[src/rtl/pinlv_pkg.sv]
// Shared constants, channel state type and saturating-increment helper for
// the pro_pinlv signal-measurement block.
package pinlv_pkg;

  localparam int unsigned CNT_W_DEF          = 32;
  localparam int unsigned GATE_CYCLES_DEF    = 50_000_000;   // 1 s at 50 MHz
  localparam int unsigned TIMEOUT_CYCLES_DEF = 100_000_000;  // 2 s at 50 MHz

  // Per-channel presence state.
  //   CH_WAIT  : no rise seen since reset; next rise only arms
  //   CH_ARMED : a rise has been seen; the next rise closes a period
  //   CH_LOST  : idle timeout expired; next rise clears the flag and arms
  typedef enum logic [1:0] {
    CH_WAIT  = 2'd0,
    CH_ARMED = 2'd1,
    CH_LOST  = 2'd2
  } ch_state_t;

  // Increment that sticks at max_v. Carried at 64 bits so every counter width
  // up to 64 can share it; callers cast back to their own width.
  function automatic logic [63:0] sat_inc(input logic [63:0] v,
                                          input logic [63:0] max_v);
    return (v >= max_v) ? max_v : v + 64'd1;
  endfunction

endpackage

[src/rtl/pinlv_edge_sync.sv]
// Three-flop synchroniser with edge detection for one asynchronous input.
// Ports:
//   clk, rst_n : system clock, asynchronous active-low reset
//   sig        : asynchronous input
//   rise       : one-cycle pulse, synchronised input went 0->1
//   fall       : one-cycle pulse, synchronised input went 1->0
//   level      : synchronised level (second flop)
module pinlv_edge_sync (
  input  logic clk,
  input  logic rst_n,
  input  logic sig,
  output logic rise,
  output logic fall,
  output logic level
);

  // sync_q[0] = s0, sync_q[1] = s1, sync_q[2] = s2
  logic [2:0] sync_q;

  always_ff @(posedge clk or negedge rst_n) begin
    if (!rst_n) begin
      sync_q <= '0;
    end else begin
      sync_q <= {sync_q[1:0], sig};
    end
  end

  assign rise  =  sync_q[1] & ~sync_q[2];
  assign fall  = ~sync_q[1] &  sync_q[2];
  assign level =  sync_q[1];

endmodule

[src/rtl/pro_pinlv.sv]
// Frequency / period / duty / phase meter for two asynchronous square waves.
// All results are in system-clock cycles.
// Ports:
//   clk, rst_n              : system clock, asynchronous active-low reset
//   sig_in, sig_in1         : reference and second channel (asynchronous)
//   period_cnt, high_cnt    : last sig_in period and its high time
//   meas_valid              : one-cycle strobe, period_cnt/high_cnt updated
//   phase_cnt, phase_valid  : sig_in rise -> next sig_in1 rise delay + strobe
//   freq_cnt, freq_valid    : sig_in rises in the last gate + gate-end strobe
//   no_sig, no_sig1         : channel absent (idle timeout)
module pro_pinlv
  import pinlv_pkg::*;
#(
  parameter int unsigned CNT_W          = CNT_W_DEF,
  parameter int unsigned GATE_CYCLES    = GATE_CYCLES_DEF,
  parameter int unsigned TIMEOUT_CYCLES = TIMEOUT_CYCLES_DEF
) (
  input  logic             clk,
  input  logic             rst_n,
  input  logic             sig_in,
  input  logic             sig_in1,
  output logic [CNT_W-1:0] period_cnt,
  output logic [CNT_W-1:0] high_cnt,
  output logic             meas_valid,
  output logic [CNT_W-1:0] phase_cnt,
  output logic             phase_valid,
  output logic [CNT_W-1:0] freq_cnt,
  output logic             freq_valid,
  output logic             no_sig,
  output logic             no_sig1
);

  localparam int unsigned GATE_W = (GATE_CYCLES > 1) ? $clog2(GATE_CYCLES) : 1;
  localparam logic [GATE_W-1:0] GATE_LAST = GATE_W'(GATE_CYCLES - 1);
  // Idle counters must be able to hold TIMEOUT_CYCLES itself.
  localparam int unsigned IDLE_W = $clog2(TIMEOUT_CYCLES + 1);
  localparam logic [IDLE_W-1:0] IDLE_LAST = IDLE_W'(TIMEOUT_CYCLES - 1);
  localparam logic [CNT_W-1:0]  CNT_MAX   = '1;

  function automatic logic [CNT_W-1:0] cnt_inc(input logic [CNT_W-1:0] v);
    return CNT_W'(sat_inc(64'(v), 64'(CNT_MAX)));
  endfunction

  // ---------------------------------------------------------------------------
  // Input synchronisers
  // ---------------------------------------------------------------------------
  logic rise0, fall0, lvl0;
  logic rise1, fall1, lvl1;

  pinlv_edge_sync u_sync0 (
    .clk   (clk),
    .rst_n (rst_n),
    .sig   (sig_in),
    .rise  (rise0),
    .fall  (fall0),
    .level (lvl0)
  );

  pinlv_edge_sync u_sync1 (
    .clk   (clk),
    .rst_n (rst_n),
    .sig   (sig_in1),
    .rise  (rise1),
    .fall  (fall1),
    .level (lvl1)
  );

  // Only rises and the reference level drive the measurements.
  logic unused_sync;
  assign unused_sync = fall0 ^ fall1 ^ lvl1;

  // ---------------------------------------------------------------------------
  // Channel presence FSMs and idle counters
  // ---------------------------------------------------------------------------
  ch_state_t         st0_q, st0_d, st1_q, st1_d;
  logic [IDLE_W-1:0] idle0_q, idle1_q;
  logic              tmo0, tmo1;

  always_ff @(posedge clk or negedge rst_n) begin
    if (!rst_n) begin
      st0_q <= CH_WAIT;
      st1_q <= CH_WAIT;
    end else begin
      st0_q <= st0_d;
      st1_q <= st1_d;
    end
  end

  always_comb begin
    // A rise in the timeout cycle wins: the channel is still alive.
    tmo0  = !rise0 && (st0_q != CH_LOST) && (idle0_q == IDLE_LAST);
    tmo1  = !rise1 && (st1_q != CH_LOST) && (idle1_q == IDLE_LAST);
    st0_d = st0_q;
    st1_d = st1_q;
    if (rise0) begin
      st0_d = CH_ARMED;
    end else if (tmo0) begin
      st0_d = CH_LOST;
    end
    if (rise1) begin
      st1_d = CH_ARMED;
    end else if (tmo1) begin
      st1_d = CH_LOST;
    end
  end

  // Idle counters freeze once the channel is declared lost.
  always_ff @(posedge clk or negedge rst_n) begin
    if (!rst_n) begin
      idle0_q <= '0;
      idle1_q <= '0;
    end else begin
      if (rise0) begin
        idle0_q <= '0;
      end else if (st0_q != CH_LOST) begin
        idle0_q <= idle0_q + IDLE_W'(1);
      end
      if (rise1) begin
        idle1_q <= '0;
      end else if (st1_q != CH_LOST) begin
        idle1_q <= idle1_q + IDLE_W'(1);
      end
    end
  end

  assign no_sig  = (st0_q == CH_LOST);
  assign no_sig1 = (st1_q == CH_LOST);

  // ---------------------------------------------------------------------------
  // Period / high time, phase and gated frequency counters
  // ---------------------------------------------------------------------------
  logic [CNT_W-1:0]  p_cnt, h_cnt, ph_cnt, e_cnt;
  logic              ph_armed;
  logic [GATE_W-1:0] gate_cnt;
  logic              armed0;

  assign armed0 = (st0_q == CH_ARMED);

  always_ff @(posedge clk or negedge rst_n) begin
    if (!rst_n) begin
      p_cnt       <= '0;
      h_cnt       <= '0;
      ph_cnt      <= '0;
      e_cnt       <= '0;
      ph_armed    <= 1'b0;
      gate_cnt    <= '0;
      period_cnt  <= '0;
      high_cnt    <= '0;
      meas_valid  <= 1'b0;
      phase_cnt   <= '0;
      phase_valid <= 1'b0;
      freq_cnt    <= '0;
      freq_valid  <= 1'b0;
    end else begin
      meas_valid  <= 1'b0;
      phase_valid <= 1'b0;
      freq_valid  <= 1'b0;

      // The rise cycle itself is high, hence h_cnt restarts at 1.
      if (rise0) begin
        p_cnt <= '0;
        h_cnt <= CNT_W'(1);
      end else begin
        p_cnt <= cnt_inc(p_cnt);
        if (lvl0) begin
          h_cnt <= cnt_inc(h_cnt);
        end
      end

      if (rise0 && armed0) begin
        period_cnt <= cnt_inc(p_cnt);
        high_cnt   <= h_cnt;
        meas_valid <= 1'b1;
      end else if (tmo0) begin
        period_cnt <= '0;
        high_cnt   <= '0;
      end

      // A coincident sig_in1 rise closes the running measurement before the
      // new sig_in rise re-arms it.
      if (rise1 && ph_armed) begin
        phase_cnt   <= cnt_inc(ph_cnt);
        phase_valid <= 1'b1;
      end
      if (rise0) begin
        ph_cnt   <= '0;
        ph_armed <= 1'b1;
      end else if (tmo0 || (rise1 && ph_armed)) begin
        ph_armed <= 1'b0;
      end else if (ph_armed) begin
        ph_cnt <= cnt_inc(ph_cnt);
      end

      if (gate_cnt == GATE_LAST) begin
        gate_cnt   <= '0;
        freq_cnt   <= rise0 ? cnt_inc(e_cnt) : e_cnt;
        freq_valid <= 1'b1;
        e_cnt      <= '0;
      end else begin
        gate_cnt <= gate_cnt + GATE_W'(1);
        if (rise0) begin
          e_cnt <= cnt_inc(e_cnt);
        end
      end
    end
  end

endmodule

[config.mk]
export PLATFORM = sky130hd
export DESIGN_NAME = pro_pinlv
export DESIGN_NICKNAME = d
export VERILOG_FILES = /design/src/rtl/pinlv_pkg.sv /design/src/rtl/pinlv_edge_sync.sv /design/src/rtl/pro_pinlv.sv
export SDC_FILE = /design/constraint.sdc
export NUM_CORES = 1
export LEC_CHECK = 0
export CAP_MARGIN = 20
export CORE_ASPECT_RATIO = 1.1
export CORE_MARGIN = 1.5
export CORE_UTILIZATION = 50
export DETAILED_ROUTE_END_ITERATION = 6
export GPL_TIMING_DRIVEN = 0
export PLACE_DENSITY = 0.7
export SETUP_SLACK_MARGIN = 0.5
export SLEW_MARGIN = 20
export SYNTH_ARGS = -nofsm -noshare
export SYNTH_HDL_FRONTEND = slang
export SYNTH_SLANG_ARGS = --single-unit
[constraint.sdc]
create_clock -name clk -period 4.75 [get_ports clk]
set_input_delay 0.475 -clock clk [delete_from_list [all_inputs] [get_ports clk]]
set_output_delay 0.475 -clock clk [all_outputs]
set_load 0.1 [all_outputs]
# ---- Word level (Yosys, flattened, before mapping)
# Cells that the tools add are included.
dict set report totals {
  regBits 350
  in_bits 4
}
dict set report classes {
  add_sub_neg 7
  n_lt_le_gt_ge 4
  n_eq_ne 9
  mux 29
  bitwise_logic 4
  n_reduce_logical 18
}
# operator count
set op_table {}
lappend op_table {{$mux W32} 15}
lappend op_table {{$add A32 B1 Y32 const B} 4}
lappend op_table {{$ge A32 B32 Y1 const B} 4}
lappend op_table {{$mux W27} 4}
lappend op_table {{$add A27 B1 Y27 const B} 2}
lappend op_table {{$eq A27 B27 Y1 const B} 2}
lappend op_table {{$add A26 B1 Y26 const B} 1}
lappend op_table {{$eq A26 B26 Y1 const B} 1}
lappend op_table {{$mux W26} 1}
lappend op_table {{$reduce_bool A2 Y1} 8}
lappend op_table {{$mux W2} 4}
lappend op_table {{$logic_and A1 B1 Y1} 6}
lappend op_table {{$ne A2 B2 Y1 const B} 3}
lappend op_table {{$mux W1} 5}
lappend op_table {{$eq A2 B2 Y1 const B} 2}
lappend op_table {{$and A1 B1 Y1} 2}
lappend op_table {{$eq A2 B1 Y1 const B} 1}
lappend op_table {{$logic_not A1 Y1} 2}
lappend op_table {{$not A1 Y1} 2}
lappend op_table {{$reduce_and A2 Y1} 1}
lappend op_table {{$logic_or A1 B1 Y1} 1}

# ---- Longest topological paths before layout
# Gate-level depths: netlist of run 1.
dict set report logic_depth {
  ltp_word 8
  ltp_mapped 10
  ltp_nobuf 7
}

# ---- Hierarchy
# From an unflattened synthesis of run 1, not the netlist that was laid out.
dict set report unflattened {
  cells_unflattened 1757
  hier_area_um2 16739.8
}
# mod n_inst cells_per_inst area_per_inst_um2
set by_module_without_submodules {}
lappend by_module_without_submodules {pro_pinlv 1 1747 16559.6}
lappend by_module_without_submodules {pinlv_edge_sync 2 5 90.1}

# ---- Worst setup path before layout of run 1
# Ideal clock, no wire load.
dict set report synth_timing {
  path_kind {register to register}
  start {register st0_q[0]}
  end {register ph_cnt[12]}
  t_arrival_ps 2283
  required_ps 4627
  slack_ps 2345
  path_stages_with_launch 10
  n_path_buf 3
  period_less_slack_ps 2405
  cell_sequence {dfrtp_1 nand2b_1 buf_4 inv_2 or4_4 buf_6 o31ai_4 buf_6 a21oi_1 o221a_2}
}
dict set report synth_between {
  elab_chain_len 6
}
# element line
set synth_lines {}
lappend synth_lines {{from (decl)} pro_pinlv.sv:75} ;# ch_state_t st0_q, st0_d, st1_q, st1_d;
lappend synth_lines {{from (signal assigned)} pro_pinlv.sv:84} ;# st0_q <= st0_d;
lappend synth_lines {{$ne A2 B2 Y1} pro_pinlv.sv:91} ;# tmo0 = !rise0 && (st0_q != CH_LOST) && (idle0_q == IDLE_LAST);
lappend synth_lines {{$logic_and A1 B1 Y1 (2 in series)} pro_pinlv.sv:91}
lappend synth_lines {{$logic_or A1 B1 Y1} pro_pinlv.sv:188} ;# end else if (tmo0 || (rise1 && ph_armed)) begin
lappend synth_lines {{$ne A2 B2 Y1 (no source line)} n/a}
lappend synth_lines {{$reduce_and A2 Y1 (no source line)} n/a}
lappend synth_lines {{to (signal assigned)} pro_pinlv.sv:191} ;# ph_cnt <= cnt_inc(ph_cnt);
lappend synth_lines {{to (decl)} pro_pinlv.sv:132} ;# logic [CNT_W-1:0] p_cnt, h_cnt, ph_cnt, e_cnt;
# Every way passes these cells.
# A chain may end at the register's enable or synchronous reset.

# ---- Worst setup path after layout of run 1
dict set report layout_timing {
  start {register ph_cnt[0]}
  end {register phase_cnt[13]}
}
dict set report layout_between {
  elab_chain_len 2
}
# element line
set layout_lines {}
lappend layout_lines {{$add A32 B1 Y32 / $ge A32 B32 Y1 (equally long branches)} pinlv_pkg.sv:23} ;# return (v >= max_v) ? max_v : v + 64'd1;
lappend layout_lines {{$mux W32 (*)} pinlv_pkg.sv:23}
lappend layout_lines {{to (signal assigned)} pro_pinlv.sv:182} ;# phase_cnt <= cnt_inc(ph_cnt);
lappend layout_lines {{to (decl)} pro_pinlv.sv:25} ;# output logic [CNT_W-1:0] phase_cnt,
# Every way passes the cells marked *; elsewhere a longest branch is shown, timed or not.

==> metrics.csv, run 1 <==
stage,metric,value,unit
global_routing,grt_pass1_wl,69.9,mm
yosys,syn_nets,1763,
timing,setup_ws,1590,ps
worst_setup_path,crit_path_frequent_cell,buf_2,
clock_network,clock_path_buffers,3,
run,cap_viol_max_count,0,
timing,maxSlewHeadroom,25.6,%
yosys,postSynthAreaPerCell,9.53,um^2
clock_network,cts_buffers,38,
global_routing,grtUsageMet3,3.54,%
yosys,synth_edf_count,0,
clock_network,h-tree-depth,2,
timing,fin_worst_skew,17.5,ps
timing,slew_violations,0,
route,routedWlPerCell,17.6,um
worst_setup_path,cp-end-kind,flop,
clock_network,insertion_delay,520,ps
timing,fmax,316,MHz
global_routing,overflow,0,
worst_setup_path,cp_max_fo,10,
route,routed_wl,42.0,mm
route,ant_nets,0,
yosys,ys_types,68,
yosys,synth.top_cell.area_share,52.5,%
layout,antennaDiodeCount,0,
route,vias_per_cell,5.89,
worst_setup_path,criticalPathCategory,flop to flop,
yosys,ys_warn_count,0,
power,power.density,377,nW/um^2
global_routing,met1_usage,34.5,%
global_routing,grt_busiest_layer,met2,
floorplanning,die_h,195,um
worst_setup_path,cp-start-kind,flop,
floorplanning,core-area,33000,um^2
yosys,seq_area_frac_synth,52.5,%
clock_network,post_cts_buffers,0,
timing,period_share,66.5,%
yosys,synth_cells,1752,
power,p_leak,8.47,nW
power,ir_drop,215,uV
timing,rsz0062_at_grt,no,
floorplanning,dieArea,34500,um^2
layout,mostFrequentLayoutCell,dfrtp_1,
floorplanning,io_pins,137,
timing,whs,348,ps
yosys,synthesis.area,16700,um^2
timing,fin_crit,3160,ps
placement,portBuffers,136,
global_routing,grt_pass1_vias,13800,
yosys,async_reset_ff_share,100,%
clock_network,tritoncts,done,
layout,nets,1944,
layout,layout-drive-gt1-share,6.27,%
outcome,status,completed,
worst_setup_path,worstPathCellList,ha_1 > and3_1 > buf_2 > nand2_1 > buf_2 > nor4_2 > nor2_1 > clkbuf_1 > a21oi_1,
layout,final_cell_mix,"dfrtp_1, nor2_1, nand2_1, clkdlybuf4s50_1, a21oi_1",
global_routing,grt_max_degree,97,
yosys,synth_area_leaders,"dfrtp_1, nor2_1, nand2_1, xnor2_1, a21oi_1",
worst_setup_path,cp_slowest_cell,nor4_2,
floorplanning,rows,70,
floorplanning,start_util,50.5,%
clock_network,cts_root_buffer,clkbuf_16,
route,first_pass_iters,5,
timing,tightest_slew,1110,ps
global_routing,antenna_found_initial,0,
route,drc,0,
placement,pre_cts_slack,1720,ps
yosys,synth_flop_cell,dfrtp_1,
global_routing,use_met2,39.3,%
yosys,synth_seq_cells,350,
timing,hold_viol_final,0,
clock_network,clock-sinks,350,
yosys,synth_area_leader_cell,dfrtp_1,
worst_setup_path,cp.arrival,3590,ps
layout,syn_to_final_growth,20.2,%
global_routing,grt_usage,24.7,%
placement,finalWeightedCongestion,0.907,
placement,hpwl,29.2,mm
worst_hold_path,hold_class,flop to flop,
route,num_vias,14100,
timing,setup_viol,0,
worst_setup_path,critPathMaxStageDelay,910,ps
floorplanning,die_w,177,um
route,drt_iter0_drc,1108,
worst_setup_path,critPathRequiredTime,5180,ps
clock_network,path_clk_slew,60,ps
## cell families (layout without fill, tap and decap cells)
family | after synthesis | after routing | synth area share, %
flops | 350 | 350 | 52.5
compound gates | 349 | 349 | 13.2
xor+xnor | 122 | 122 | 6.40
mux | 9 | 9 | 0.540
simple gates | 785 | 785 | 23.6
fa+ha+maj | 7 | 7 | 0.525
buf+inv | 130 | 339 | 3.31
## layout make-up
cell class              instances  area (um^2)
inverters                      28          105
multi-input cells            1272         7380
flip-flops and latches        350         8760
fillers                      2830        13000
plain buffers                 102          448
well taps                     432          541
clock inverters                 8          146
repair buffers                141         1490
clock buffers                  60         1190
## sequential cells by signal (all words and copies together) (netlist names), 2 cells and up
register,cells
e_cnt,32
freq_cnt,32
gate_cnt,26
h_cnt,32
high_cnt,32
idle0_q,27
idle1_q,27
p_cnt,32
period_cnt,32
ph_cnt,32
phase_cnt,32
st0_q,2
st1_q,2
u_sync0.sync_q,3
u_sync1.sync_q,3
## critical path, delay by kind of cell, from the launching register on
kind / cells / cell delay (ps)
AND/OR/NAND/NOR: 4 / 1430
buffers and inverters: 3 / 680
AO/OA/AOI/OAI: 1 / 190
adder cells (fa/ha/maj): 1 / 290
flip-flops: 1 / 460
## per-layer routing
layer	vias to the layer above	share of wire (%)	wire length, um
li1	6671	-	-
met1	6918	45	18800
met2	411	47	19700
met3	86	5.4	2260
met4	0	2.9	1220
met5	-	0	0
## synth_stat cells, types with 8 or more instances
cell type	count
buf_2	18
a211oi_1	8
clkbuf_1	70
nor2_1	194
a31oi_1	50
or3_1	12
a311oi_1	9
and2_1	17
dfrtp_1	350
nand4_1	65
or4_1	8
inv_1	24
and4_1	35
nand3_1	85
o21ai_0	93
a21oi_1	109
xor2_1	56
nand2_1	190
xnor2_1	66
nor3_1	67
and3_1	45
o31ai_1	10
nor4_1	27
mux2i_1	9
o221a_2	12
a21o_1	9
## power breakdown
group / switching [W] / leakage, nW / internal, W
registers: 0.000121 / 4.74 / 0.00313
clock network: 0.00117 / 0.656 / 0.00193
logic: 0.000930 / 3.08 / 0.000281
## final timing paths
kind / from / end / slack, ps / cells after the start
worst max-delay path: ph_cnt[0]$_DFFE_PN0P_ / phase_cnt[13]$_DFFE_PN0P_ / 1590 / 9
worst min-delay path: u_sync0.sync_q[0]$_DFF_PN0_ / u_sync0.sync_q[1]$_DFF_PN0_ / 350 / 0
worst max register to register: ph_cnt[0]$_DFFE_PN0P_ / phase_cnt[13]$_DFFE_PN0P_ / 1590 / 9
worst min register to register: u_sync0.sync_q[0]$_DFF_PN0_ / u_sync0.sync_q[1]$_DFF_PN0_ / 350 / 0
max in group asynchronous: rst_n / h_cnt[30]$_DFFE_PN0P_ / 2780 / 5
min in group asynchronous: rst_n / idle1_q[8]$_DFFE_PN0P_ / 460 / 2
## stage by stage
step	std cells	util [%]	area (um^2)	power, W	setup TNS, ps
3_3_place_gp	2320	56.3	18600	0.00449	-4217520
5_1_grt	2393	60.7	20100	0.00784	0
3_5_place_dp	2324	56.7	18700	0.00452	0
6_report	2393	60.7	20100	0.00757	0
4_1_cts	2393	60.7	20100	0.00764	0
2_1_floorplan	1752	-	16700	0.00415	0
## timing repair
action,in CTS,in global routing
gates resized for setup,0,0
endpoints found under the hold margin,50,0
hold buffers,1,0
Power figures use the tool's default switching activity.
==> run 2, diff against run 1 <==
clock period = 3 ns   (was 4.75 ns; I/O delays follow)
==> run 2 against run 1 <==
Combinational power grew 62%. Cell count grew 0.59%. Die area is the same. First-iteration DRC count grew 3.9%. Worst setup slack lost 1000 ps. Design area grew 1.6%. Largest cell class unchanged. Largest power group unchanged. Highest routed layer unchanged.
==> metrics.csv, run 2 (synthesis results as in run 1) <==
stage,metric,value,unit,change
clock_network,clock-sinks,350,,unchanged
layout,final_cell_mix,"dfrtp_1, nor2_1, nand2_1, clkdlybuf4s50_1, a21oi_1",,unchanged
timing,setup_viol,0,,unchanged
placement,portBuffers,136,,unchanged
floorplanning,die_h,195,um,unchanged
placement,hpwl,29.2,mm,unchanged
route,ant_nets,0,,unchanged
placement,dp_cells,2324,,unchanged
worst_setup_path,crit_end,ph_cnt[25]$_DFFE_PN0P_,,was phase_cnt[13]$_DFFE_PN0P_
timing,period_share,80.6,%,was 66.5%
route,vias_per_cell,5.91,,was 5.89
clock_network,tritoncts,done,,unchanged
worst_setup_path,cp.arrival,2860,ps,was 3590 ps
floorplanning,start_util,50.5,%,unchanged
worst_setup_path,crit_start,idle0_q[5]$_DFFE_PN0P_,,was ph_cnt[0]$_DFFE_PN0P_
power,switchingPower,0.00355,W,was 0.00223 W
floorplanning,dieArea,34500,um^2,unchanged
worst_setup_path,cp-end-kind,flop,,unchanged
power,ir_drop,342,uV,was 215 uV
layout,nets,1958,,was 1944
route,first_pass_iters,5,,unchanged
worst_setup_path,cp-start-kind,flop,,unchanged
timing,tightest_slew,1050,ps,was 1110 ps
layout,mostFrequentLayoutCell,dfrtp_1,,unchanged
global_routing,met1_usage,34.7,%,was 34.5%
route,num_vias,14200,,was 14100
timing,maxSlewHeadroom,29.7,%,was 25.6%
layout,antennaDiodeCount,0,,unchanged
floorplanning,io_pins,137,,unchanged
global_routing,overflow,0,,unchanged
global_routing,grtUsageMet3,3.40,%,was 3.54%
layout,syn_to_final_growth,22.1,%,was 20.2%
timing,hold_viol_final,0,,unchanged
power,comb_power_share,16.3,%,was 16.0%
layout,layout-drive-gt1-share,9.16,%,was 6.27%
power,switching_share,29.5,%,was 29.4%
worst_setup_path,cp_max_fo,10,,unchanged
floorplanning,die_w,177,um,unchanged
floorplanning,core-area,33000,um^2,unchanged
clock_network,cts_buffers,38,,unchanged
worst_setup_path,critPathRequiredTime,3450,ps,was 5180 ps
placement,finalWeightedCongestion,0.907,,unchanged
layout,fillCellCount,2801,,was 2830
global_routing,grt_pass1_vias,13800,,about the same
timing,fin_crit,2420,ps,was 3160 ps
timing,fmax,414,MHz,was 316 MHz
worst_hold_path,hold_start,sig_in1,,was u_sync0.sync_q[0]$_DFF_PN0_
worst_setup_path,r2r_cells,7,,was 9
timing,fin_worst_skew,15.8,ps,was 17.5 ps
global_routing,grt_usage,24.8,%,was 24.7%
clock_network,h-tree-depth,2,,unchanged
timing,slew_violations,0,,unchanged
layout,multi_input_area,7550,um^2,was 7380 um^2
worst_setup_path,reg2reg_from,idle0_q[5]$_DFFE_PN0P_,,was ph_cnt[0]$_DFFE_PN0P_
power,p_int,0.00849,W,was 0.00535 W
global_routing,use_met2,39.6,%,was 39.3%
worst_setup_path,r2r_slack,580,ps,was 1590 ps
clock_network,insertion_delay,520,ps,about the same
run,cap_viol_max_count,0,,unchanged
worst_setup_path,criticalPathCategory,flop to flop,,unchanged
layout,fin_cells,2407,,was 2393
route,drt_iter0_drc,1151,,was 1108
route,routedWlPerCell,17.7,um,was 17.6 um
power,p_leak,8.69,nW,was 8.47 nW
placement,dpl-instance-area,18700,um^2,unchanged
route,routed_wl,42.5,mm,was 42.0 mm
layout,regArea,8760,um^2,about the same
global_routing,antenna_found_initial,0,,unchanged
power,power.density,591,nW/um^2,was 377 nW/um^2
worst_setup_path,r2r_end,ph_cnt[25]$_DFFE_PN0P_,,was phase_cnt[13]$_DFFE_PN0P_
clock_network,clock_path_buffers,3,,unchanged
global_routing,grt_max_degree,97,,unchanged
worst_hold_path,hold_depth,1,,was 0
layout,fin_area,20400,um^2,was 20100 um^2
power,pwr-share-seq,42.8,%,was 42.9%
global_routing,grt_busiest_layer,met2,,unchanged
worst_hold_path,hold_class,input pin to flop,,was flop to flop
clock_network,cts_root_buffer,clkbuf_16,,unchanged
outcome,status,completed,,unchanged
floorplanning,rows,70,,unchanged
clock_network,path_clk_slew,60,ps,about the same
global_routing,grt_pass1_wl,70.3,mm,was 69.9 mm
route,drc,0,,unchanged
power,clockPowerShare,40.9,%,was 41.1%
timing,rsz0062_at_grt,no,,unchanged
run 2: routing by layer:
layer | part of all wire (%) | vias up
met5 | 0 | -
li1 | - | 6705
met1 | 45 | 7033
met4 | 2.8 | 0
met3 | 5.0 | 83
met2 | 47 | 411
run 2: final cells by class:
cell class / instances / share of cell area [%]
Inverter: 28 / 0.534
Buffer: 102 / 2.44
Timing Repair Buffer: 155 / 7.81
Clock inverter: 8 / 0.718
Sequential cell: 350 / 43.0
Tap cell: 432 / 2.65
Multi-Input combinational cell: 1272 / 37.0
Clock buffer: 60 / 5.83
run 2: per-stage QoR:
stage	util (%)	TNS (ps)	setup slack, ps	power [W]	hold slack [ps]
floorplan	-	0	595	0.00657	4.41
global placement	56.3	-4768830	-13660	0.00710	336
detailed placement	56.7	-210	-34.4	0.00715	239
CTS	61.1	0	500	0.0121	206
global route	61.7	0	424	0.0124	219
finish	61.7	0	583	0.0120	227
run 2: timing repair:
| item | 4_1_cts | 5_1_grt |
|---|---|---|
| setup endpoints to repair | 177 | 237 |
| buffers inserted | 4 | 10 |
| gates resized for setup | 28 | 54 |
| endpoints found under the hold margin | 50 | 0 |
| hold buffers | 1 | 0 |
| pin swaps | 1 | 5 |
run 2: worst max-delay path, cell delays in order (launching register included):
cell     delay [ps]
dfrtp_1         400
nand4_2         320
or4_4           510
buf_6           160
o31a_1          340
nand2_1         150
buf_4           230
o221a_2         220
run 2: how the worst min path moves through the flow:
stage,endpoint,slack (ps)
after floorplan,e_cnt[0]$_DFF_PN0_,4
after global placement,u_sync0.sync_q[1]$_DFF_PN0_,340
after detailed placement,idle1_q[8]$_DFFE_PN0P_,240
after CTS,u_sync0.sync_q[0]$_DFF_PN0_,210
after global routing,u_sync1.sync_q[0]$_DFF_PN0_,220
final,u_sync1.sync_q[0]$_DFF_PN0_,230
run 2: power groups by stage:
stage,Combinational [W],Clock (W),Sequential (W)
after detailed placement,0.00192,0,0.00523
after CTS,0.00193,0.00502,0.00515
after floorplan,0.000473,0,0.00610
after global placement,0.00188,0,0.00523
after global routing,0.00208,0.00519,0.00518
final,0.00196,0.00493,0.00515
==> run 3, diff against run 2 <==
clock period = 2.4 ns   (was 3 ns; I/O delays follow)
==> run 3 against run 2 <==
The flow now finishes with violations (hold timing). Highest routed layer unchanged. Routed wire length is 28% higher. Cell count grew 7.4%. Die area unchanged. Largest power group unchanged.
==> metrics.csv, run 3 (synthesis results as in run 1) <==
stage,metric,value,unit,change
route,vias_per_cell,6.17,,was 5.91
timing,whs,-364,ps,was 227 ps
worst_setup_path,worstPathCellList,nand2b_4 > buf_12 > inv_16 > or4_4 > buf_6 > buf_6 > buf_6 > nor3_4 > buf_6 > buf_6 > clkbuf_16 > o21ai_2,,was nand4_2 > or4_4 > buf_6 > o31a_1 > nand2_1 > buf_4 > o221a_2
route,first_pass_iters,5,,unchanged
clock_network,cts_buffers,38,,unchanged
global_routing,grt_pass1_wl,78.8,mm,was 70.3 mm
worst_setup_path,criticalPathCategory,flop to flop,,unchanged
global_routing,overflow,0,,unchanged
timing,hold_viol_final,67,,was 0
timing,fin_worst_skew,22.9,ps,was 15.8 ps
clock_network,insertion_delay,550,ps,was 520 ps
worst_setup_path,cp_max_fo,6,,was 10
route,ant_nets,0,,unchanged
global_routing,grt_pass1_vias,15100,,was 13800
route,routed_wl,54.3,mm,was 42.5 mm
outcome,violations,hold timing,,
global_routing,antenna_found_initial,0,,unchanged
clock_network,clock_path_buffers,3,,unchanged
power,ir_drop,797,uV,was 342 uV
clock_network,h-tree-depth,2,,unchanged
layout,syn_to_final_growth,48.4,%,was 22.1%
run,cap_viol_max_count,0,,unchanged
timing,slew_violations,0,,unchanged
floorplanning,rows,70,,unchanged
layout,mostFrequentLayoutCell,dfrtp_1,,unchanged
power,power.density,615,nW/um^2,was 591 nW/um^2
timing,rsz0062_at_grt,yes,,was no
worst_setup_path,cp-start-kind,flop,,unchanged
timing,maxSlewHeadroom,35.5,%,was 29.7%
timing,fmax,431,MHz,was 414 MHz
worst_setup_path,cp-end-kind,flop,,unchanged
floorplanning,dieArea,34500,um^2,unchanged
timing,tightest_slew,967,ps,was 1050 ps
layout,final_cell_mix,"dfrtp_1, nand2_1, nor2_1, buf_4, clkdlybuf4s15_2",,"was dfrtp_1, nor2_1, nand2_1, clkdlybuf4s50_1, a21oi_1"
layout,antennaDiodeCount,0,,unchanged
clock_network,path_clk_slew,60,ps,about the same
timing,setup_viol,0,,unchanged
timing,fin_crit,2320,ps,was 2420 ps
floorplanning,io_pins,137,,unchanged
route,drt_iter0_drc,1549,,was 1151
floorplanning,start_util,50.5,%,unchanged
layout,regArea,8780,um^2,was 8760 um^2
clock_network,cts_root_buffer,clkbuf_16,,unchanged
worst_setup_path,cp_slowest_cell,or4_4,,unchanged
placement,pre_cts_slack,-568,ps,was -34.4 ps
route,routedWlPerCell,21.0,um,was 17.7 um
timing,period_share,96.7,%,was 80.6%
timing,setup_ws,78.7,ps,was 583 ps
route,num_vias,16000,,was 14200
clock_network,tritoncts,done,,unchanged
layout,nets,2140,,was 1958
worst_setup_path,cp.arrival,2760,ps,was 2860 ps
floorplanning,die_h,195,um,unchanged
placement,hpwl,30.1,mm,was 29.2 mm
floorplanning,die_w,177,um,unchanged
layout,fillCellCount,2081,,was 2801
global_routing,grt_usage,28.2,%,was 24.8%
placement,finalWeightedCongestion,0.892,,was 0.907
placement,portBuffers,136,,unchanged
worst_setup_path,critPathMaxStageDelay,470,ps,was 510 ps
clock_network,clock-sinks,350,,unchanged
layout,layout-drive-gt1-share,38.7,%,was 9.16%
layout,multi_input_area,9450,um^2,was 7550 um^2
power,p_leak,10.9,nW,was 8.69 nW
worst_setup_path,critPathRequiredTime,2840,ps,was 3450 ps
outcome,status,"complete, but fails checks",,was completed
global_routing,grt_max_degree,101,,was 97
route,drc,0,,unchanged
worst_setup_path,crit_path_frequent_cell,buf_6,,
floorplanning,core-area,33000,um^2,unchanged
worst_hold_path,hold_class,input pin to async pin,,was input pin to flop
[run 3: changes by cell type in the layout (fill, tap and decap cells not counted), moves of 56 or more]
| cell | before | now |
|---|---|---|
| a21oi_1 | 109 | 45 |
| a21oi_2 | 0 | 56 |
| buf_4 | 18 | 137 |
| clkdlybuf4s15_2 | 1 | 97 |
| clkdlybuf4s50_1 | 133 | 2 |
| o21ai_0 | 93 | 33 |
[run 3: metrics by stage]
stage                     area [um^2]  setup TNS, ps  power, W  utilization [%]  cells
final                           24800              0    0.0152             75.0   2586
after global routing            24800              0    0.0157             75.0   2586
after CTS                       22500              0    0.0150             68.1   2502
after detailed placement        19100         -21580   0.00902             57.9   2324
after global placement          19000       -4994870   0.00896             57.6   2320
after floorplan                 17100              0   0.00827                -   1752
[run 3: area by class of cell]
type,instances,area share (%)
Tap cell,432,2.18
Multi-Input combinational cell,1273,38.2
Timing Repair Buffer,336,14.7
Buffer,102,3.96
Inverter,28,0.576
Clock inverter,13,0.551
Sequential cell,350,35.5
Clock buffer,52,4.38
[run 3: layer usage]
layer / track usage [%] / part of all wire (%) / vias up
li1: - / - / 7097
met1: 36.8 / 40 / 7972
met2: 47.9 / 50 / 692
met3: 4.09 / 6.1 / 204
met4: 9.42 / 4.4 / 0
met5: 0 / 0 / -
[run 3: critical path: cells and delay by family (launching register included)]
family                 cells  cell delay [ps]
AND/OR/NAND/NOR            3              770
buffers and inverters      8             1030
flip-flops                 1              360
AO/OA/AOI/OAI              1               50
[run 3: path summary, 6_finish.rpt]
kind                                        startpoint                           to  slack, ps  depth (start not counted)
min in group clk                                sig_in  u_sync0.sync_q[0]$_DFF_PN0_        130                          1
max in group asynchronous                        rst_n          p_cnt[24]$_DFF_PN0_       1150                          4
max                               st0_q[0]$_DFFE_PN0P_     high_cnt[26]$_DFFE_PN0P_         80                         12
max reg2reg                       st0_q[0]$_DFFE_PN0P_     high_cnt[26]$_DFFE_PN0P_         80                         12
min                                              rst_n      idle1_q[10]$_DFFE_PN0P_       -360                          1
min reg2reg                u_sync1.sync_q[0]$_DFF_PN0_  u_sync1.sync_q[1]$_DFF_PN0_        360                          0
[run 3: repair_timing]
item / CTS / global route
buffers inserted: 100 / 76
setup endpoints to repair: 442 / 335
hold endpoints to repair: 67 / 67
pin swaps: 82 / 124
cloned: 13 / 8
resized for setup: 582 / 451
[run 3: power by group]
| part | leakage, nW | switching [W] | internal [W] |
|---|---|---|---|
| sequential | 4.71 | 0.000267 | 0.00620 |
| clock | 0.605 | 0.00245 | 0.00338 |
| combinational | 5.61 | 0.00212 | 0.000826 |
| total | 10.9 | 0.00484 | 0.0104 |
==> patch 1: new RTL, flow settings as in run 2 <==
Register the inputs `sig_in` and `sig_in1` before use, without a reset. The logic sees them one clock later.
--- a/src/rtl/pro_pinlv.sv
+++ b/src/rtl/pro_pinlv.sv
@@ -39,2 +39,10 @@
 
+  logic sig_q;
+  logic sig_in1_q;
+
+  always_ff @(posedge clk) begin
+    sig_q     <= sig_in;
+    sig_in1_q <= sig_in1;
+  end
+
   function automatic logic [CNT_W-1:0] cnt_inc(input logic [CNT_W-1:0] v);
@@ -52,3 +60,3 @@
     .rst_n (rst_n),
-    .sig   (sig_in),
+    .sig   (sig_q),
     .rise  (rise0),
@@ -61,3 +69,3 @@
     .rst_n (rst_n),
-    .sig   (sig_in1),
+    .sig   (sig_in1_q),
     .rise  (rise1),
Function: changed (a bounded check fails within 10 cycles, from zero or initial values and one cycle with rst_n low).
==> patch 1 against run 2 <==
Sequential cell count up 2; synthesized area up 0.64%; sequential share of layout area about the same; sequential power up 1%; critical path depth unchanged; via count up 1.1%; clock skew down 0.0019 ns; global-route usage up 0.64 points; first-iteration DRC count down 6.5%; worst setup slack worse by 0.010 ns; final area up 0.35%; routed wire length up 2.6%; power about the same.
==> patch 1: results (changes against run 2) <==
Synthesis
  – Unique cell type count in the Yosys netlist: 67 (-1.5%)
  – Ranking of synthesized cells by area: dfrtp_1 52%, nor2_1 4.4%, nand2_1 4.3%
  – Ys async rst share: 99.4% (-0.57 points)
  – Cell count after synthesis: 1,786 (+1.9%)
  – Most frequent cells after synthesis: 350 x dfrtp_1, 197 x nor2_1, 194 x nand2_1
  – Seq/Total Area, Yosys: 52.4% (-0.094 points)
  – Yosys warning count: 0 (unchanged)

Setup path
  – Crit Path Max Fanout: 7 (-3)
  – CP arrival: 2.83 ns (-0.03 ns)

GRT
  – Global-route met1 utilization: 32.5% (-2.3 points)
  – GR Util All Layers: 25.4% (+0.64 points)
  – M2 GR Usage: 42.7% (+3.1 points)
  – First-pass GRT wire length: 71,400 um (+1.5%)
  – GR Util met3: 4.15% (+0.74 points)
  – Largest net degree at the start of global routing: 101 (+4.1%)

Clock network
  – # Post-CTS Setup Buffers: 1 (-3)
  – Clock-pin slew on the worst setup and hold paths: 0.06 ns (about the same)
  – Longest Clk Path Bufs: 3 (unchanged)
  – Post-cts sizing count: 36 (+29%)

Power and ir drop
  – Peak VDD IR: 0.528 mV (+54%)
  – Clock net power: 4.70 mW (-4.7%)
  – Leak Pwr: 8.58 nW (-1.3%)
  – NetSw: 3.75 mW (+5.8%)
  – Sequential Power: 5.22 mW (+1%)
  – Clock network power share: 39.1% (-1.8 points)

Outcome
  – Status: complete, no violations

Drt
  – First-pass detailed-route iteration total: 6 (+1)
  – DR WL/cell: 17.9 um (+1.0%)
  – Via/cell ratio: 5.89 (-0.45%)
  – Via count: 14,400 (+1.1%)
  – Initial DRC count: 1,076 (-6.5%)

Final layout
  – Fraction of layout cells with a size suffix above 1: 8.94% (-0.22 points)
  – Final net count: 1,997 (+2.0%)

Timing
  – Relative slew slack: 29.3% (-0.34 points)
  – Clock Skews: 0.0139 ns (-0.00185 ns)

Placed design
  – Pre-CTS setup slack: -0.176 ns (-0.142 ns)
  – DP HPWL: 30,700 um (+5.1%)
  – Placer congestion estimate: 0.918 (+1.2%)
  – Cell Count Post-Placement: 2,357 (+1.4%)
-- patch 1: cell count changes after synthesis, sizes merged, moves of 9 or more --
cell / run 2 / this run
a21oi: 109 / 139
a31oi: 50 / 33
o21ai: 93 / 107
nand4: 66 / 55
or3: 12 / 21
-- patch 1: cell type report --
type,count,area [sq um]
Clock buffer,53,1160
Multi-Input combinational cell,1301,7660
Clock inverter,14,110
Inverter,32,125
Fill cell,2775,12700
Buffer,101,440
Tap cell,432,541
Timing Repair Buffer,160,1610
Sequential cell,352,8800
-- patch 1: metal layers --
metal	part of all wire (%)	wire length [um]
met1	42	18200
met2	50	21600
met5	0	0
met3	5.2	2260
met4	3.6	1570
-- patch 1: cell families after synthesis --
family	after synthesis	share of synthesized area (%)
AND/OR/NAND/NOR	790	23.6
adder cells (fa/ha/maj)	7	0.521
AO/OA/AOI/OAI	371	13.4
buffers and inverters	133	3.12
multiplexers	9	0.536
flip-flops	352	52.4
XOR/XNOR	124	6.47
-- patch 1: worst paths after layout --
kind                                        start                          end  slack, ns
max                        ph_cnt[19]$_DFFE_PN0P_       ph_cnt[31]$_DFFE_PN0P_       0.57
min                                        sig_in                sig_q$_DFF_P_       0.22
max reg2reg                ph_cnt[19]$_DFFE_PN0P_       ph_cnt[31]$_DFFE_PN0P_       0.57
min reg2reg                     sig_in1_q$_DFF_P_  u_sync1.sync_q[0]$_DFF_PN0_       0.33
max in group asynchronous                   rst_n      freq_cnt[7]$_DFFE_PN0P_       1.77
min in group asynchronous                   rst_n       idle1_q[7]$_DFFE_PN0P_       0.33
-- patch 1: metrics by stage --
step	instance area [sq um]	hold slack [ns]
after detailed placement	18800	0.289
after global placement	18700	0.317
after CTS	20200	0.200
after global routing	20500	0.204
after floorplan	16800	0.00441
final	20500	0.215
==> patch 2: new RTL, config.mk and constraints of run 2 <==
Made on the original files. The package constant `CNT_W_DEF` goes from 32 to 64.
--- a/src/rtl/pinlv_pkg.sv
+++ b/src/rtl/pinlv_pkg.sv
@@ -4,3 +4,3 @@
 
-  localparam int unsigned CNT_W_DEF          = 32;
+  localparam int unsigned CNT_W_DEF          = 64;
   localparam int unsigned GATE_CYCLES_DEF    = 50_000_000;   // 1 s at 50 MHz
Ports: changed (resized freq_cnt, high_cnt, period_cnt and phase_cnt); port bits go from 137 to 265. The function was not compared with the original's and may differ.
==> patch 2 against run 2 <==
Cell count is 89% higher; via count grew 98%; final area grew 100%; worst setup slack worse by 0.33 ns; utilization rose by 9.9 points; sequential cell count rose by 256; sequential share of layout area fell by 6.1 points; critical path depth rose by 1; first-iteration DRC count up 140%; routed wire length up 140%; synthesized area rose by 75%; sequential power rose by 71%; global-route usage up 7.6 points; power increased by 76%.
==> patch 2: results (changes against run 2) <==
Outcome
  – Status: complete, no violations

GRT
  – Initial antenna violation count: 1 (+1)
  – Global-route met1 utilization: 45.0% (+10 points)
  – GR Util met3: 5.13% (+1.7 points)
  – Number of global-route vias before repair: 26,700 (+93%)

Power and ir drop
  – Leak Pwr: 18.3 nW (+110%)
  – NetSw: 6.48 mW (+83%)
  – Peak VDD IR: 0.477 mV (+39%)

Final layout
  – Clock buffers: 89 (+48%)
  – Signal buffers share of area: 16.9% (+6.6 points)
  – Multi-input gates: 2,315 (+82%)
  – Inverters: 48 (+71%)
  – ClkCell Share: 5.61% (-0.94 points)
  – Fin area: 0.0412 sq mm (+100%)

Setup path
  – CP arrival: 3.24 ns (+0.38 ns)
  – Reg2reg setup slack: 0.25 ns (-0.33 ns)
  – Crit path largest cell delay: 0.53 ns (+0.02 ns)
  – CP startpoint: idle0_q[19]$_DFFE_PN0P_
  – Worst r2r path cells: 8 (+1)

Drt
  – First-pass detailed-route iteration total: 6 (+1)
  – Drt total wl: 103,000 um (+140%)
  – Via/cell ratio: 6.20 (+4.8%)
  – Detail Route met2 WL: 48,700 um (+140%)

Synthesis
  – Seq/Total Area, Yosys: 52.0% (-0.43 points)
  – Syn avg cell area: 9.19 sq um (-3.6%)
  – Unique cell type count in the Yosys netlist: 70 (+2.9%)
  – Ranking of synthesized cells by area: dfrtp_1 52%, nor2_1 5.6%, nand2_1 4.3%

Clock network
  – # Post-CTS Setup Buffers: 118 (+114)
  – CTS Sinks: 606 (+73%)
  – Htree depth: 3 (+1)

Timing
  – Relative slew slack: 19.9% (-9.8 points)
  – Fin worst setup slack: 0.249 ns (-0.334 ns)
  – Clock Skews: 0.0262 ns (+0.0104 ns)

Placed design
  – Dpl cell area: 0.0331 sq mm (+77%)
  – Cell Count Post-Placement: 4,195 (+81%)
  – I/O Buffers: 264 (+94%)
  – DP HPWL: 66,100 um (+130%)
  – Pre-CTS setup slack: -1.14 ns (-1.11 ns)

Die
  – Core Region: 0.0574 sq mm (+74%)
-- patch 2: changes by cell type after synthesis, sizes merged, moves of 28 or more --
cell,change
nand3,+153
a21oi,+95
nand4,+67
nor3,+29
xnor2,+55
nor4,+39
xor2,+45
nand2,+141
dfrtp,+256
o21ai,+73
clkbuf,+80
a311oi,+28
nor2,+241
-- patch 2: power by group through the flow --
stage          Combinational, mW  Sequential, mW  Clock, mW
2_1_floorplan              0.634            10.4          0
3_3_place_gp                3.06            8.94          0
3_5_place_dp                3.13            8.93          0
4_1_cts                     3.36            8.79       8.85
5_1_grt                     3.67            8.85       9.19
6_report                    3.52            8.81       8.78
-- patch 2: cells by family (layout without fill, tap and decap cells) --
logic type	count (synthesis)	after routing
AO/OA/AOI/OAI	572	572
XOR/XNOR	222	222
buffers and inverters	251	881
adder cells (fa/ha/maj)	7	7
AND/OR/NAND/NOR	1487	1487
flip-flops	606	606
multiplexers	27	27
